[src/rtl/fp_accum_pkg.sv]
// fp_accum_pkg: shared widths, FSM states and IEEE-754 single field helpers.
package fp_accum_pkg;
   localparam int DATA_WIDTH = 32;
   localparam int CNT_WIDTH = 16;
   localparam logic [7:0] EXP_MAX = 8'hFF;
   typedef enum logic [2:0] {IDLE, ALIGN, ADD, NORM, OUT} state_t;
   function automatic logic [23:0] mant(input logic [31:0] x);
      return x[30:23] == 8'd0 ? 24'd0 : {1'b1, x[22:0]};
   endfunction
   function automatic logic [30:0] mag(input logic [31:0] x);
      return x[30:23] == 8'd0 ? 31'd0 : x[30:0];
   endfunction
endpackage

[src/rtl/fp_accum_if.sv]
// fp_accum_if: product input stream and sum output stream of the accumulator.
interface fp_accum_if #(
   parameter int DATA_WIDTH = fp_accum_pkg::DATA_WIDTH,
   parameter int CNT_WIDTH = fp_accum_pkg::CNT_WIDTH
);
   logic prod_valid;
   logic prod_ready;
   logic [DATA_WIDTH-1:0] prod_data;
   logic prod_last;
   logic acc_valid;
   logic acc_ready;
   logic [DATA_WIDTH-1:0] acc_data;
   logic [CNT_WIDTH-1:0] acc_count;
   modport master (output prod_valid, prod_data, prod_last, acc_ready,
                   input prod_ready, acc_valid, acc_data, acc_count);
   modport slave (input prod_valid, prod_data, prod_last, acc_ready,
                  output prod_ready, acc_valid, acc_data, acc_count);
endinterface

[src/rtl/fp_accum_detect_pos_first_one.sv]
// detect_pos_first_one: index of the most significant set bit, with a found flag.
module detect_pos_first_one #(
   parameter int D_WIDTH = 25
) (
   input logic [D_WIDTH-1:0] data,
   output logic [$clog2(D_WIDTH)-1:0] pos,
   output logic found
);
   always_comb begin
      pos = '0;
      found = 1'b0;
      for (int i = 0; i < D_WIDTH; i++)
         if (data[i]) begin
            pos = i[$clog2(D_WIDTH)-1:0];
            found = 1'b1;
         end
   end
endmodule

[src/rtl/fp_accum.sv]
// fp_accum: streaming IEEE-754 single accumulator; align/add/normalize over
// three cycles per element, emits the truncated sum and count on the last element.
module fp_accum
   import fp_accum_pkg::*;
(
   input logic clk,
   input logic rst,
   fp_accum_if.slave bus
);
   state_t state, nxt;
   logic [31:0] sum, op, a, b, norm;
   logic [CNT_WIDTH-1:0] count;
   logic last_q, inf_q, isg_q, sa_q, sb_q, swap, xfer, done, found;
   logic [7:0] ea_q, diff;
   logic [23:0] ma_q, mb_q, mb_al;
   logic [24:0] res_q;
   logic [22:0] shl, f_n;
   logic [4:0] pos, sh;
   logic signed [9:0] e_n;
   assign xfer = bus.prod_valid && bus.prod_ready;
   assign done = bus.acc_valid && bus.acc_ready;
   // A is always the larger magnitude so the subtraction never goes negative
   assign swap = mag(op) > mag(sum);
   assign a = swap ? op : sum;
   assign b = swap ? sum : op;
   assign diff = a[30:23] - b[30:23];
   assign mb_al = diff > 8'd25 ? 24'd0 : mant(b) >> diff;
   detect_pos_first_one #(.D_WIDTH(25)) u_lod (.data(res_q), .pos(pos), .found(found));
   assign sh = 5'd23 - pos;
   assign shl = 23'(res_q << sh);
   assign f_n = res_q[24] ? res_q[23:1] : shl;
   assign e_n = res_q[24] ? $signed({2'b00, ea_q}) + 10'sd1
                          : $signed({2'b00, ea_q}) - $signed({5'd0, sh});
   assign norm = inf_q ? {isg_q, EXP_MAX, 23'd0}
               : (!found || e_n < 10'sd1) ? 32'd0
               : e_n > 10'sd254 ? {sa_q, EXP_MAX, 23'd0}
               : {sa_q, e_n[7:0], f_n};
   always_comb begin
      nxt = state;
      bus.prod_ready = 1'b0;
      bus.acc_valid = 1'b0;
      case (state)
         IDLE: begin
            bus.prod_ready = 1'b1;
            if (bus.prod_valid) nxt = ALIGN;
         end
         ALIGN: nxt = ADD;
         ADD: nxt = NORM;
         NORM: if (last_q) nxt = OUT; else nxt = IDLE;
         OUT: begin
            bus.acc_valid = 1'b1;
            if (bus.acc_ready) nxt = IDLE;
         end
         default: nxt = IDLE;
      endcase
   end
   always_ff @(posedge clk or posedge rst)
      if (rst) begin
         state <= IDLE;
         sum <= '0;
         op <= '0;
         count <= '0;
         last_q <= 1'b0;
         inf_q <= 1'b0;
         isg_q <= 1'b0;
         sa_q <= 1'b0;
         sb_q <= 1'b0;
         ea_q <= '0;
         ma_q <= '0;
         mb_q <= '0;
         res_q <= '0;
         bus.acc_data <= '0;
         bus.acc_count <= '0;
      end else begin
         state <= nxt;
         if (xfer) begin
            op <= bus.prod_data;
            last_q <= bus.prod_last;
            count <= count + 1'b1;
         end
         if (state == ALIGN) begin
            inf_q <= sum[30:23] == EXP_MAX || op[30:23] == EXP_MAX;
            isg_q <= sum[30:23] == EXP_MAX ? sum[31] : op[31];
            sa_q <= a[31];
            sb_q <= b[31];
            ea_q <= a[30:23];
            ma_q <= mant(a);
            mb_q <= mb_al;
         end
         if (state == ADD)
            res_q <= sa_q == sb_q ? {1'b0, ma_q} + {1'b0, mb_q} : {1'b0, ma_q} - {1'b0, mb_q};
         if (state == NORM) begin
            sum <= norm;
            if (last_q) begin
               bus.acc_data <= norm;
               bus.acc_count <= count;
            end
         end
         if (done) begin
            sum <= '0;
            count <= '0;
         end
      end
endmodule

[src/flat_wrapper.sv]
// flat-port wrapper written by rule: the top's interface ports become plain ports
module fp_accum_flat import fp_accum_pkg::*;
  (clk, rst, bus_prod_valid, bus_prod_data, bus_prod_last, bus_acc_ready, bus_prod_ready, bus_acc_valid, bus_acc_data, bus_acc_count);
  fp_accum_if bus_i ();
  input logic clk;
  input logic rst;
  input wire logic [$bits(bus_i.prod_valid)-1:0] bus_prod_valid;
  input wire logic [$bits(bus_i.prod_data)-1:0] bus_prod_data;
  input wire logic [$bits(bus_i.prod_last)-1:0] bus_prod_last;
  input wire logic [$bits(bus_i.acc_ready)-1:0] bus_acc_ready;
  output wire logic [$bits(bus_i.prod_ready)-1:0] bus_prod_ready;
  output wire logic [$bits(bus_i.acc_valid)-1:0] bus_acc_valid;
  output wire logic [$bits(bus_i.acc_data)-1:0] bus_acc_data;
  output wire logic [$bits(bus_i.acc_count)-1:0] bus_acc_count;
  assign bus_i.prod_valid = bus_prod_valid;
  assign bus_i.prod_data = bus_prod_data;
  assign bus_i.prod_last = bus_prod_last;
  assign bus_i.acc_ready = bus_acc_ready;
  assign bus_prod_ready = bus_i.prod_ready;
  assign bus_acc_valid = bus_i.acc_valid;
  assign bus_acc_data = bus_i.acc_data;
  assign bus_acc_count = bus_i.acc_count;
  fp_accum u_core (.clk(clk), .rst(rst), .bus(bus_i));
endmodule
[config.mk]
export PLATFORM = sky130hd
export DESIGN_NAME = fp_accum_flat
export DESIGN_NICKNAME = d
export VERILOG_FILES = /design/src/rtl/fp_accum_pkg.sv /design/src/rtl/fp_accum_if.sv /design/src/rtl/fp_accum_detect_pos_first_one.sv /design/src/rtl/fp_accum.sv /design/src/flat_wrapper.sv
export SDC_FILE = /design/constraint.sdc
export NUM_CORES = 1
export LEC_CHECK = 0
export CELL_PAD_IN_SITES_DETAIL_PLACEMENT = 1
export CELL_PAD_IN_SITES_GLOBAL_PLACEMENT = 1
export CORE_UTILIZATION = 47
export CTS_CLUSTER_DIAMETER = 120
export DETAILED_ROUTE_END_ITERATION = 10
export GPL_TIMING_DRIVEN = 0
export PLACE_DENSITY_LB_ADDON = 0.05
export SETUP_SLACK_MARGIN = 0.02
export SLEW_MARGIN = 20
export SYNTH_ARGS = -nofsm -noshare
export SYNTH_HDL_FRONTEND = slang
export SYNTH_SLANG_ARGS = --single-unit
[constraint.sdc]
create_clock -name clk -period 8.8 [get_ports clk]
set_input_delay 2.2 -clock clk [delete_from_list [all_inputs] [get_ports clk]]
set_output_delay 2.2 -clock clk [all_outputs]
set_load 0.02 [all_outputs]
==> results of run 1 <==
[per-stage QoR]
stage               cells  utilization  TNS, ns  instance area, um2
CTS                  2292        0.557        0               17700
global placement     2245        0.527  -461.32               16800
floorplan            1724            -        0               15400
detailed placement   2247        0.529        0               16900
global route         2292        0.557        0               17700
finish               2292        0.557        0               17700
[registers in the layout, summed over array words and instances (netlist names)]
register              flops
u_core.bus.acc_data      32
u_core.op                32
u_core.sum               32
u_core.res_q             25
u_core.ma_q              24
u_core.mb_q              24
u_core.bus.acc_count     16
u_core.count             16
u_core.ea_q               8
u_core.state              3
u_core.inf_q              1
u_core.isg_q              1
u_core.last_q             1
u_core.sa_q               1
u_core.sb_q               1
[metal layers]
layer,routed length [um],global-route usage,vias up
met2,26000,0.555,401
li1,-,-,6430
met3,2780,0.0401,112
met4,1950,0.112,0
met1,25200,0.460,7108
met5,0,0,-
[worst reg2reg max path, delay by kind of cell (launching register included)]
kind / cells / cell delay (ns)
AOI/OAI and AO/OA: 5 / 1.29
DFF: 1 / 0.50
adders and majority gates: 2 / 0.62
buffers and inverters: 8 / 2.78
muxes: 3 / 0.78
and+or+nand+nor: 5 / 1.20
[final timing paths]
kind | startpoint | to | depth (start not counted)
min in group asynchronous | rst | u_core.op[16]$_DFFE_PP0P_ | 2
worst max-delay path | u_core.op[27]$_DFFE_PP0P_ | u_core.mb_q[9]$_DFFE_PP0P_ | 23
max in group asynchronous | rst | u_core.bus.acc_data[10]$_DFFE_PP0P_ | 4
worst max register to register | u_core.op[27]$_DFFE_PP0P_ | u_core.mb_q[9]$_DFFE_PP0P_ | 23
worst min register to register | u_core.ma_q[15]$_DFFE_PP0P_ | u_core.ma_q[15]$_DFFE_PP0P_ | 2
worst min-delay path | u_core.ma_q[15]$_DFFE_PP0P_ | u_core.ma_q[15]$_DFFE_PP0P_ | 2
[cell type report]
class | count | area, um2
fill | 3723 | 14100
multi-input combinational | 1360 | 9320
sequential | 217 | 5430
timing repair buffer | 88 | 916
clock buffer | 36 | 759
tap | 435 | 544
buffer | 110 | 498
inverter | 37 | 146
clock inverter | 9 | 134
[kinds of logic (layout without fill, tap and decap cells)]
group,after synthesis,in the layout,share of synthesized area
compound gates,413,413,0.171
xor+xnor,75,75,0.0437
fa+ha+maj,70,70,0.0574
buf+inv,147,280,0.0414
flops,217,217,0.353
mux,232,232,0.158
simple gates,570,570,0.175
[Yosys cell counts (7+ instances only)]
cell type  number  area [um2]
a21oi_1        84         420
or3_1          11        68.8
nor2_1        103         387
a31oi_1         8        50.1
nand3_1        29         145
ha_1           65         813
o22ai_1        17         106
xnor2_1        32         280
nor3_1         27         135
mux2_2         58         653
clkbuf_1       67         251
mux2i_1       168        1680
and2_1         33         206
buf_1          10        37.5
nand4_1        22         138
dfrtp_1       217        5430
or2_2           7        43.8
o31ai_1        13        97.6
a211o_1         7        61.3
nor4_1         15        93.8
nor2b_1        15        93.8
o21a_1          9        67.6
nand2b_1       11        68.8
xor2_1         41         359
o211ai_1       11        82.6
nand2_1       256         961
a22o_1          7        61.3
a211oi_1       16         120
buf_2          23         115
o21ai_1        26         130
a21o_1         12        90.1
and3_1         12        75.1
inv_1          31         116
o21ai_0       131         656
[cells in the final DEF (no fill, tap or decap), types with 16 or more instances in the layout]
master,count
o22ai_1,17
nand4_1,22
nand2_1,256
and2_1,33
o21ai_0,131
nor3_1,27
clkbuf_16,27
clkdlybuf4s50_1,86
ha_1,65
o21ai_1,26
nor2_1,103
a211oi_1,16
clkbuf_1,71
xor2_1,41
xnor2_1,32
mux2i_1,168
dfrtp_1,217
mux2_2,58
inv_1,30
a21oi_1,84
nand3_1,29
buf_2,23
==> metrics.csv, run 1 <==
stage;metric;value;unit
outcome;status;completed;
setup_path;worst_path_buf_inv;8;
clocking;numCtsBuffers;27;
floorplanning;dieHeight;183;um
routing;drt_wl_total;55900;um
global_route;via_count_of_the_first_global_routing_pass;14600;
logic_synthesis;syn_nets;1828;
timing;max_clock_freq;0.137;GHz
setup_path;r2r_slack;1.51;ns
floorplanning;core_area;31900;um2
routing;drtIter0Drc;922;
floorplanning;row_count;65;
timing;slew_violations;0;
setup_path;cp_top_family;buffers and inverters;
routing;route.vias.total;14100;
final_layout;post_route_cells_drive_above_1_share;0.0948;
global_route;grt_pass1_wl;87000;um
routing;via_per_inst;6.13;
logic_synthesis;synth_enable_flop_cells;0;
logic_synthesis;avgSynthCellArea;8.92;um2
routing;wire_per_inst;24.4;um
timing;setup-violations-final;0;
setup_path;worst-path-max-fanout;10;
logic_synthesis;ys_seq_elements;217;
timing;post-route-worst-setup-slack;1.51;ns
global_route;grtUsageTotal;0.337;
logic_synthesis;yosysWarningCount;0;
final_layout;area_growth_syn_to_layout;15.3;%
clocking;cts_resized;0;
floorplanning;die_x;183;um
clocking;postCtsHoldBufs;0;
placement;place_congestion;0.966;
logic_synthesis;asyncSetResetFlopFracSynth;1.00;
placement;pre_cts_ws;1.69;ns
clocking;number_of_setup_buffers_added_after_cts;0;
timing;whs;0.487;ns
setup_path;setup.worst_path.start_class;register;
clocking;tritoncts;built;
routing;drt_first_pass_iters;7;
timing;timing.final.crit_period;7.29;ns
logic_synthesis;synth_seq_area_share;0.353;
setup_path;timing_worst_setup_path_type;reg -> reg;
placement;port_buffers;86;
timing;timing.final.crit_share;0.828;
floorplanning;io_pins;87;
final_layout;diodes;0;
clocking;sinks_on_clock_net;217;
timing;worst_clock_skew;0.0293;ns
floorplanning;floorplan.die_area;33500;um2
clocking;clock_tree.root_cell;clkbuf_16;
setup_path;required;9.22;ns
clocking;longest_clk_path_bufs;3;
routing;route.antenna.remaining_nets;0;
timing;tightest_slew_margin_relative_to_the_limit;0.250;
setup_path;cp_max_stage_delay;0.50;ns
global_route;antenna_found_initial;0;
placement;dp_hpwl;43200;um
setup_path;arrival;7.70;ns
flow_run;max-cap-violations;0;
setup_path;crit_path_top_delay_cell;dfrtp_1;
logic_synthesis;synthesis.area;15400;um2
floorplanning;initial_standard_cell_utilization_of_the_core;0.483;
timing;grt_setup_unrepaired;no;
routing;drc;0;
worst_hold_path;holdCritPathClass;reg -> reg;
clocking;worst_setup_hold_path_clk_slew;0.06;ns
final_layout;final_nets;1945;
logic_synthesis;synth_ff_type;dfrtp_1;
logic_synthesis;netlist_instances;1724;
clocking;htree_levels;1;
clocking;insertion_delay;0.55;ns
logic_synthesis;post_synth_num_cell_types;93;
global_route;grt-ovfl-total;0;
setup_path;endpoint_kind;register;
timing;report.final.hold_viol_count;0;
timing;timing_worst_slew_pin_value;1.12;ns
setup_path;worstPathCellList;nor4_1 > nand2_1 > clkbuf_1 > and2_1 > ha_1 > o21ai_0 > nor2_1 > o31ai_2 > o211ai_1 > o211ai_4 > buf_6 > buf_2 > buf_2 > buf_2 > mux2i_1 > ha_1 > clkbuf_1 > clkinv_1 > clkbuf_1 > mux2i_1 > mux2i_1 > nor3b_1 > a211o_1;
global_route;pin_count_of_the_biggest_net_entering_global_routing;92;
Power of run 1 is not shown: default switching activity piles up to over one toggle a cycle in this logic, so the estimate is an artifact.
==> run 2: changes to the inputs <==
--- a/config.mk
+++ b/config.mk
@@ -7,7 +7,7 @@
 export LEC_CHECK = 0
 export CELL_PAD_IN_SITES_DETAIL_PLACEMENT = 1
 export CELL_PAD_IN_SITES_GLOBAL_PLACEMENT = 1
-export CORE_UTILIZATION = 47
+export CORE_UTILIZATION = 43
 export CTS_CLUSTER_DIAMETER = 120
 export DETAILED_ROUTE_END_ITERATION = 10
 export GPL_TIMING_DRIVEN = 0
==> constraint.sdc (replaced) <==
create_clock -name clk -period 6.65 [get_ports clk]
set_input_delay 1.6625 -clock clk [delete_from_list [all_inputs] [get_ports clk]]
set_output_delay 1.6625 -clock clk [all_outputs]
set_load 0.02 [all_outputs]
==> run 2 against run 1 <==
  * Wire length rose by 0.79%
  * Critical path depth grew 2
  * Setup slack lost 1.1 ns
  * Critical path type unchanged
  * Critical endpoint is now u_core.mb_q[3]$_DFFE_PP0P_
  * Largest cell class unchanged
  * Highest routed layer unchanged
==> metrics.csv, run 2 (synthesis gave the netlist of run 1 again) <==
stage;metric;value;unit
outcome;status;completed;
timing;report.final.hold_viol_count;0;
global_route;grtUsageTotal;0.314;
global_route;gr-usage-met1;0.433;
placement;port_buffers;86;
floorplanning;dieHeight;191;um
timing;max_clock_freq;0.161;GHz
floorplanning;row_count;68;
floorplanning;initial_standard_cell_utilization_of_the_core;0.441;
timing;grt_setup_unrepaired;no;
global_route;grt_pass1_wl;87800;um
floorplanning;io_pins;87;
final_layout;layout_common_cells;nand2_1 (256), dfrtp_1 (217), mux2i_1 (168);
routing;route.vias.total;14000;
clocking;postCtsHoldBufs;0;
final_layout;mostFrequentLayoutCell;nand2_1;
routing;wire_per_inst;24.3;um
setup_path;cp_top_family;compound AO/OA/AOI/OAI gates;
final_layout;final_nets;1946;
floorplanning;die_x;191;um
worst_hold_path;holdCritPathClass;reg -> reg;
final_layout;biggest_regs;u_core.bus.acc_data (32), u_core.op (32), u_core.sum (32);
routing;drtIter0Drc;823;
setup_path;arrival;6.69;ns
setup_path;cp_max_stage_delay;0.40;ns
global_route;grtUsageMet2;0.519;
routing;drt_wl_total;56300;um
clocking;longest_clk_path_bufs;3;
flow_run;max-cap-violations;0;
global_route;pin_count_of_the_biggest_net_entering_global_routing;34;
floorplanning;core_area;34900;um2
timing;timing_worst_slew_pin_value;0.976;ns
setup_path;required;7.13;ns
routing;route.antenna.remaining_nets;0;
clocking;tritoncts;built;
clocking;htree_levels;1;
timing;setup-violations-final;0;
floorplanning;floorplan.die_area;36500;um2
global_route;grt-ovfl-total;0;
setup_path;crit_path_top_delay_cell;maj3_1;
setup_path;worst_path_buf_inv;5;
final_layout;area_growth_syn_to_layout;17.0;%
global_route;via_count_of_the_first_global_routing_pass;14700;
placement;dp_hpwl;44300;um
final_layout;finish.utilization;0.516;
timing;whs;0.489;ns
final_layout;post_route_cells_drive_above_1_share;0.102;
routing;drt_first_pass_iters;5;
timing;timing.final.crit_period;6.21;ns
clocking;clock_tree.root_cell;clkbuf_16;
global_route;antenna_found_initial;1;
final_layout;diodes;0;
timing;slew_violations;0;
global_route;groute.layer.met3.usage;0.0329;
global_route;gr-max-usage-layer;met2;
clocking;numCtsBuffers;27;
timing;worst_clock_skew;0.0344;ns
timing;timing.final.crit_share;0.933;
timing;tightest_slew_margin_relative_to_the_limit;0.349;
setup_path;timing_worst_setup_path_type;reg -> reg;
setup_path;worst-path-max-fanout;19;
clocking;insertion_delay;0.57;ns
setup_path;setup.worst_path.start_class;register;
clocking;worst_setup_hold_path_clk_slew;0.06;ns
routing;via_per_inst;6.05;
placement;place_congestion;0.945;
clocking;sinks_on_clock_net;217;
routing;drc;0;
setup_path;endpoint_kind;register;
==> run 2: worst paths after layout <==
kind	startpoint	to	slack, ns	depth (start not counted)
max	u_core.op[26]$_DFFE_PP0P_	u_core.mb_q[3]$_DFFE_PP0P_	0.44	25
min	u_core.ma_q[10]$_DFFE_PP0P_	u_core.ma_q[10]$_DFFE_PP0P_	0.49	2
max reg2reg	u_core.op[26]$_DFFE_PP0P_	u_core.mb_q[3]$_DFFE_PP0P_	0.44	25
min reg2reg	u_core.ma_q[10]$_DFFE_PP0P_	u_core.ma_q[10]$_DFFE_PP0P_	0.49	2
max in group asynchronous	rst	u_core.res_q[23]$_DFFE_PP0N_	4.05	5
min in group asynchronous	rst	u_core.op[23]$_DFFE_PP0P_	1.55	2
==> run 2: what timing repair did <==
| item | CTS | global route |
|---|---|---|
| resized for setup | 11 | 2 |
| pin swaps | 1 | 0 |
| endpoints found under the setup margin | 24 | 23 |
| gates cloned | 0 | 0 |
| buffers inserted | 1 | 0 |
==> run 2: area by class of cell <==
cell class	instances	area, um2
buffer	105	484
clock buffer	42	822
clock inverter	7	128
fill	4101	16900
inverter	37	143
multi-input combinational	1360	9400
sequential	217	5430
tap	455	569
timing repair buffer	94	1020
==> run 2: stage by stage <==
stage	setup TNS, ns	instances	setup WS [ns]	area [um2]
finish	0	2317	0.444	18000
global route	0	2317	0.0948	18000
CTS	0	2319	0.144	18000
detailed placement	-11.85	2272	-0.709	17000
global placement	-7.93	2265	-0.577	16800
floorplan	0	1724	0.965	15400
==> run 2: routing by layer <==
| layer | part of all wire | vias up |
|---|---|---|
| met5 | 0 | - |
| met4 | 0.028 | 0 |
| met3 | 0.042 | 78 |
| met2 | 0.47 | 333 |
| met1 | 0.46 | 7164 |
| li1 | - | 6448 |
==> run 2: worst min-delay path: cells and delay by family, from the launching register on <==
family             cells  cell delay [ns]
AOI/OAI and AO/OA      1             0.06
DFF                    1             0.35
and+or+nand+nor        1             0.05
Power of run 2 is left out for the same reason.
